File: src/rtl/led_matrix_pkg.sv
// Shared geometry, colour codes and scan-state encoding for the 5x5 LED matrix scanner.
package led_matrix_pkg;
    localparam int ROWS       = 5;
    localparam int COLS       = 5;
    localparam int LED_BITS   = 2;
    localparam int NUM_LEDS   = ROWS * COLS;
    localparam int ROW_BITS   = COLS * LED_BITS;
    localparam int FRAME_BITS = NUM_LEDS * LED_BITS;

    localparam logic [1:0] CLR_OFF   = 2'b00;
    localparam logic [1:0] CLR_RED   = 2'b01;
    localparam logic [1:0] CLR_GREEN = 2'b10;
    localparam logic [1:0] CLR_BOTH  = 2'b11;

    typedef enum logic [1:0] {
        IDLE  = 2'd0,
        BLANK = 2'd1,
        DRIVE = 2'd2
    } scan_state_e;

    // Selects the frame bits belonging to one row.
    function automatic logic [FRAME_BITS-1:0] row_mask(input logic [2:0] row);
        logic [FRAME_BITS-1:0] m;
        m = '0;
        for (int i = 0; i < FRAME_BITS; i++) begin
            m[i] = ((i / ROW_BITS) == int'(row));
        end
        return m;
    endfunction
endpackage

File: src/rtl/led_row_timer.sv
// Down-counting phase timer shared by the blank and drive phases; done at terminal count zero.
module led_row_timer #(
    parameter int WIDTH = 16
) (
    input  logic             clk,
    input  logic             rst,
    input  logic             load,
    input  logic [WIDTH-1:0] load_val,
    input  logic             count,
    output logic             done
);
    logic [WIDTH-1:0] cnt_q, cnt_d;

    always_comb begin
        cnt_d = cnt_q;
        if (load) begin
            cnt_d = load_val;
        end else if (count && (cnt_q != '0)) begin
            cnt_d = cnt_q - 1'b1;
        end
    end

    always_ff @(posedge clk) begin
        if (rst) begin
            cnt_q <= '0;
        end else begin
            cnt_q <= cnt_d;
        end
    end

    assign done = (cnt_q == '0);
endmodule

File: src/rtl/led_scan_ctrl.sv
// Double-buffered 5x5 LED row scanner with frame-boundary buffer swap.
// Optional LED_SCAN_BRIGHT_EN adds a bright[1:0] input that shortens the lit part of each row.
module led_scan_ctrl
    import led_matrix_pkg::*;
#(
    parameter int DWELL_CYCLES = 1000,
    parameter int BLANK_CYCLES = 8
) (
    input  logic        clk,
    input  logic        rst,
    input  logic        enable,
    input  logic        wr_valid,
    output logic        wr_ready,
    input  logic [4:0]  wr_addr,
    input  logic [1:0]  wr_data,
    input  logic        commit,
    output logic        swap_done,
    output logic        wr_err,
`ifdef LED_SCAN_BRIGHT_EN
    input  logic [1:0]  bright,
`endif
    output logic [49:0] Outbus,
    output logic [4:0]  Gnd
);
    // state | meaning
    // IDLE  | scan stopped, all rows off; pending swap is applied here at once
    // BLANK | all rows off for BLANK_CYCLES before the next row is selected
    // DRIVE | row row_q selected for DWELL_CYCLES, front-buffer LEDs driven

    localparam logic [15:0] DWELL_LD = 16'(DWELL_CYCLES - 1);
    localparam logic [15:0] BLANK_LD = 16'(BLANK_CYCLES - 1);

    scan_state_e           state_q, state_d;
    logic [2:0]            row_q, row_d;
    logic [FRAME_BITS-1:0] front_q, front_d;
    logic [FRAME_BITS-1:0] back_q, back_d;
    logic                  pending_q, pending_d;
    logic                  swap_done_q, swap_done_d;
    logic                  wr_err_q, wr_err_d;
    logic [4:0]            gnd_q, gnd_d;
    logic [FRAME_BITS-1:0] outbus_q, outbus_d;

    logic        tmr_load, tmr_count, tmr_done;
    logic [15:0] tmr_val;
    logic        wr_fire, swap, drive_on;

    led_row_timer #(.WIDTH(16)) u_timer (
        .clk      (clk),
        .rst      (rst),
        .load     (tmr_load),
        .load_val (tmr_val),
        .count    (tmr_count),
        .done     (tmr_done)
    );

    always_comb begin
        state_d   = state_q;
        row_d     = row_q;
        tmr_load  = 1'b0;
        tmr_val   = '0;
        tmr_count = 1'b0;
        if (!enable) begin
            state_d  = IDLE;
            row_d    = '0;
            tmr_load = 1'b1;
        end else begin
            case (state_q)
                IDLE: begin
                    state_d  = BLANK;
                    tmr_load = 1'b1;
                    tmr_val  = BLANK_LD;
                end
                BLANK: begin
                    if (tmr_done) begin
                        state_d  = DRIVE;
                        tmr_load = 1'b1;
                        tmr_val  = DWELL_LD;
                    end else begin
                        tmr_count = 1'b1;
                    end
                end
                DRIVE: begin
                    if (tmr_done) begin
                        state_d  = BLANK;
                        tmr_load = 1'b1;
                        tmr_val  = BLANK_LD;
                        row_d    = (row_q == 3'(ROWS - 1)) ? 3'd0 : row_q + 3'd1;
                    end else begin
                        tmr_count = 1'b1;
                    end
                end
                default: begin
                    state_d = IDLE;
                    row_d   = '0;
                end
            endcase
        end
    end

    // Swap only at a frame boundary so a frame is never shown half old, half new.
    assign swap = pending_q &&
                  ((state_q == IDLE) ||
                   ((state_q == DRIVE) && (row_q == 3'(ROWS - 1)) && tmr_done));

    assign wr_ready = ~pending_q;
    assign wr_fire  = wr_valid && wr_ready;

    always_comb begin
        back_d      = back_q;
        front_d     = swap ? back_q : front_q;
        pending_d   = pending_q;
        swap_done_d = swap;
        wr_err_d    = wr_fire && (wr_addr > 5'(NUM_LEDS - 1));
        for (int i = 0; i < NUM_LEDS; i++) begin
            if (wr_fire && (wr_addr == 5'(i))) begin
                back_d[i*LED_BITS +: LED_BITS] = wr_data;
            end
        end
        if (swap) begin
            pending_d = 1'b0;
        end else if (commit) begin
            pending_d = 1'b1;
        end
    end

`ifdef LED_SCAN_BRIGHT_EN
    logic [15:0] lit_cnt_q, lit_cnt_d;
    logic [31:0] lit_lim;

    always_comb begin
        lit_cnt_d = '0;
        if (enable && (state_q == DRIVE) && !tmr_done) begin
            lit_cnt_d = lit_cnt_q + 16'd1;
        end
        lit_lim  = 32'(((int'(bright) + 1) * DWELL_CYCLES) / 4);
        drive_on = ({16'd0, lit_cnt_q} < lit_lim);
    end

    always_ff @(posedge clk) begin
        if (rst) begin
            lit_cnt_q <= '0;
        end else begin
            lit_cnt_q <= lit_cnt_d;
        end
    end
`else
    assign drive_on = 1'b1;
`endif

    // Gating with enable blanks the matrix on the same edge the scan drops to IDLE.
    always_comb begin
        gnd_d    = 5'b11111;
        outbus_d = '0;
        if (enable && (state_q == DRIVE)) begin
            gnd_d = ~(5'(1) << row_q);
            if (drive_on) begin
                outbus_d = front_q & row_mask(row_q);
            end
        end
    end

    always_ff @(posedge clk) begin
        if (rst) begin
            state_q     <= IDLE;
            row_q       <= '0;
            front_q     <= '0;
            back_q      <= '0;
            pending_q   <= 1'b0;
            swap_done_q <= 1'b0;
            wr_err_q    <= 1'b0;
            gnd_q       <= 5'b11111;
            outbus_q    <= '0;
        end else begin
            state_q     <= state_d;
            row_q       <= row_d;
            front_q     <= front_d;
            back_q      <= back_d;
            pending_q   <= pending_d;
            swap_done_q <= swap_done_d;
            wr_err_q    <= wr_err_d;
            gnd_q       <= gnd_d;
            outbus_q    <= outbus_d;
        end
    end

    assign swap_done = swap_done_q;
    assign wr_err    = wr_err_q;
    assign Gnd       = gnd_q;
    assign Outbus    = outbus_q;
endmodule
File: config.mk
export PLATFORM = sky130hd
export DESIGN_NAME = led_scan_ctrl
export DESIGN_NICKNAME = d
export VERILOG_FILES = /design/src/rtl/led_matrix_pkg.sv /design/src/rtl/led_row_timer.sv /design/src/rtl/led_scan_ctrl.sv
export SDC_FILE = /design/constraint.sdc
export NUM_CORES = 1
export LEC_CHECK = 0
export CORE_ASPECT_RATIO = 0.9
export CORE_MARGIN = 10
export CORE_UTILIZATION = 35
export CTS_BUF_LIST = sky130_fd_sc_hd__clkbuf_4 sky130_fd_sc_hd__clkbuf_8
export CTS_CLUSTER_SIZE = 40
export DETAILED_ROUTE_END_ITERATION = 6
export GPL_TIMING_DRIVEN = 0
export SYNTH_ARGS = -nofsm -noshare
export SYNTH_HDL_FRONTEND = slang
export SYNTH_HIERARCHICAL = 1
export SYNTH_SLANG_ARGS = --single-unit
File: constraint.sdc
create_clock -name clk -period 7.3 [get_ports clk]
set_input_delay 0.73 -clock clk [delete_from_list [all_inputs] [get_ports clk]]
set_output_delay 0.73 -clock clk [all_outputs]
set_load 0.05 [all_outputs]
==> out/results.tsv <==
metric	value	unit
drc	0	
synth_seq_cells	179	
hold_end	Outbus[35]$_SDFF_PP0_	
instances_no_fill	1097	
wl_per_cell	15.1	um
cts_setup_buffers	0	
maxCapViolCount	0	
io_pins	70	
r2r-end	u_timer/cnt_q[7]$_SDFFE_PP0P_	
path_max_fanout	10	
numCtsBuffers	17	
drive_gt1_frac	0.0879	
rsz0062_at_grt	false	
core	0.0200	mm^2
swShare	0.284	
yosys_warnings	6	
grt_overflow	0	
route.vias.total	5358	
yosys.area.top_type	dfxtp_1	
diodes	0	
hold_path_depth	1	
status	completed	
required	7.68	ns
synth-main-ff-cell	dfxtp_1	
wl	16600	um
final_cell_mix	179 x dfxtp_1, 69 x clkdlybuf4s50_1, 61 x a21oi_1, 57 x o21ai_0, 57 x nand3_1	
ir_drop	0.119	mV
grt_max_degree	20	
clockBufferDepth	2	
fin_nets	852	
synthTopCellsByArea	dfxtp_1 50%, mux2i_1 7.5%, nand2b_1 4.8%	
h-tree-depth	4	
syn-cell-area	0.00710	mm^2
leakage	3.37	nW
arrival	4.09	ns
crit_path_end_kind	flip-flop	
portBuffers	69	
tritoncts	yes	
hp-start	front_q[35]$_SDFFE_PP0P_	
async_reset_ff_frac	0	
setup_viol	0	
rrSetupSlack	3.59	ns
drt-initial-drc-count	323	
die_h	155	um
seq_area_frac_synth	0.505	
fin_crit_sh	0.509	
switchingPower	0.516	mW
final_common_cell	dfxtp_1	
seqPwrFrac	0.548	
cts_resized	0	
initial_core_util	0.355	
cts_sinks	179	
comb_power_share	0.079	
period_needed	3.71	ns
grt_usage	0.128	
ctsHoldBuffers	0	
cts-root-buf	clkbuf_8	
power_density	213	mW/mm^2
dieArea	0.0264	mm^2
areaGrowthSynthToFinish	20.2	%
syn_inst	734	
fmax	269	MHz
reg2reg_from	u_timer/cnt_q[3]$_SDFFE_PP0P_	
ant_nets	0	
routabilityCongestion	0.808	
critPathLaunch	u_timer/cnt_q[3]$_SDFFE_PP0P_	
path_clk_slew	0.10	ns
viasPerCell	4.88	
worstHoldPathType	flip-flop to flip-flop	
maxSlewViolCount	0	
synth_top_area_share	0.505	
synth_edf_count	0	
synth.distinct_cells	59	
clk-insertion-delay-late	0.47	ns
drt_pass1_iterations	4	
fin_skew	0.0168	ns
clock_power_share	0.373	
tightest_slew	0.818	ns
die_width	170	um
grt_first_pass_wirelength	27100	um
hold_viol_final	0	
relSlewSlack	0.449	
dp_hpwl	12100	um
crit_path_start_kind	flip-flop	
placedCellCount	1065	
crit_type	flip-flop to flip-flop	
power.internal	1.30	mW
tns	0	ns
syn_avg_cell_area	9.67	um^2
reg2regPathDepth	9	
core.rowCount	49	
grt_antenna_before_repair	0	
grt_pass1_vias	5323	
[per-stage QoR]
stage / hold WS, ns / util / total power [mW] / area [um^2] / setup WS [ns]
finish: 0.457 / 0.427 / 1.82 / 8530 / 3.59
CTS: 0.459 / 0.427 / 1.83 / 8530 / 3.59
floorplan: 0.423 / - / 1.11 / 7120 / 4.37
global route: 0.486 / 0.427 / 1.90 / 8530 / 3.24
global placement: 0.429 / 0.407 / 1.16 / 8130 / 3.66
detailed placement: 0.435 / 0.407 / 1.16 / 8130 / 3.63
[critical path, cell delays in order (launching register included)]
cell and delay (ns):
dfxtp_1 0.38, nor4_1 0.56, and4bb_2 0.38, buf_6 0.16
buf_2 0.23, a21oi_1 0.08, o21ai_0 0.66, clkinv_1 0.52
clkbuf_1 0.37, a211oi_1 0.29
[power groups by stage]
stage                     sequential (mW)  clock [mW]  combinational [mW]
after floorplan                      1.02           0              0.0988
after global placement               1.02           0               0.142
after detailed placement             1.02           0               0.143
after CTS                           0.994       0.695               0.143
after global routing                0.996       0.740               0.159
final                               0.994       0.677               0.144
[cell usage after synthesis, drive strengths merged, types with 2 or more instances]
cell	number
a211oi	7
a21oi	61
a311oi	3
and2	24
and2b	3
and3	32
and3b	2
and4bb	3
buf	21
clkbuf	36
dfxtp	179
ha	11
inv	13
mux2i	53
nand2	19
nand2b	54
nand3	61
nand3b	2
nand4	7
nand4b	4
nor2	23
nor2b	4
nor3	8
nor3b	4
nor4	4
nor4b	3
o21ai	59
o21bai	4
o221ai	2
or3	4
or4	2
xnor2	8
[routing by layer]
| metal | vias to the layer above | GRT usage | part of all wire |
|---|---|---|---|
| met5 | - | 0 | 0 |
| met4 | 0 | 0.0326 | 0.0074 |
| met3 | 6 | 0.0402 | 0.050 |
| met2 | 77 | 0.198 | 0.46 |
| met1 | 2536 | 0.168 | 0.49 |
| li1 | 2739 | - | - |
[worst max-delay path by stage]
| stage | to | slack, ns | cells past startpoint |
|---|---|---|---|
| 2_1_floorplan | u_timer/cnt_q[10]$_SDFFE_PP0P_ | 4.37 | 9 |
| 3_3_place_gp | u_timer/cnt_q[8]$_SDFFE_PP0P_ | 3.66 | 9 |
| 3_5_place_dp | u_timer/cnt_q[10]$_SDFFE_PP0P_ | 3.63 | 9 |
| 4_1_cts | u_timer/cnt_q[7]$_SDFFE_PP0P_ | 3.59 | 9 |
| 5_1_grt | u_timer/cnt_q[7]$_SDFFE_PP0P_ | 3.24 | 9 |
| 6_report | u_timer/cnt_q[7]$_SDFFE_PP0P_ | 3.59 | 9 |
[state kept, by name (all words and copies together), names as in the netlist]
signal and cells:
state_q 2, back_q 50, Outbus 50, swap_done 1
front_q 50, u_timer/cnt_q 16, row_q 3, wr_err 1
Gnd 5, pending_q 1
[area by class of cell]
type / instances / area (um^2)
Buffer: 58 / 289
Clock buffer: 18 / 241
Clock inverter: 14 / 156
Fill cell: 1994 / 11500
Inverter: 14 / 52.6
Multi-Input combinational cell: 490 / 3200
Sequential cell: 179 / 3580
Tap cell: 255 / 319
Timing Repair Buffer: 69 / 691
[cells by family after synthesis]
family                   count (synthesis)  share of synthesized area
AND/OR/NAND/NOR                        268                      0.229
multiplexers                            53                     0.0748
buffers and inverters                   72                     0.0481
AO/OA/AOI/OAI                          142                      0.113
XOR/XNOR                                 8                    0.00987
adder cells (fa/ha/maj)                 11                     0.0194
other                                    1                   0.000528
flip-flops                             179                      0.505
Note: power is estimated with default switching activity, not from simulation.
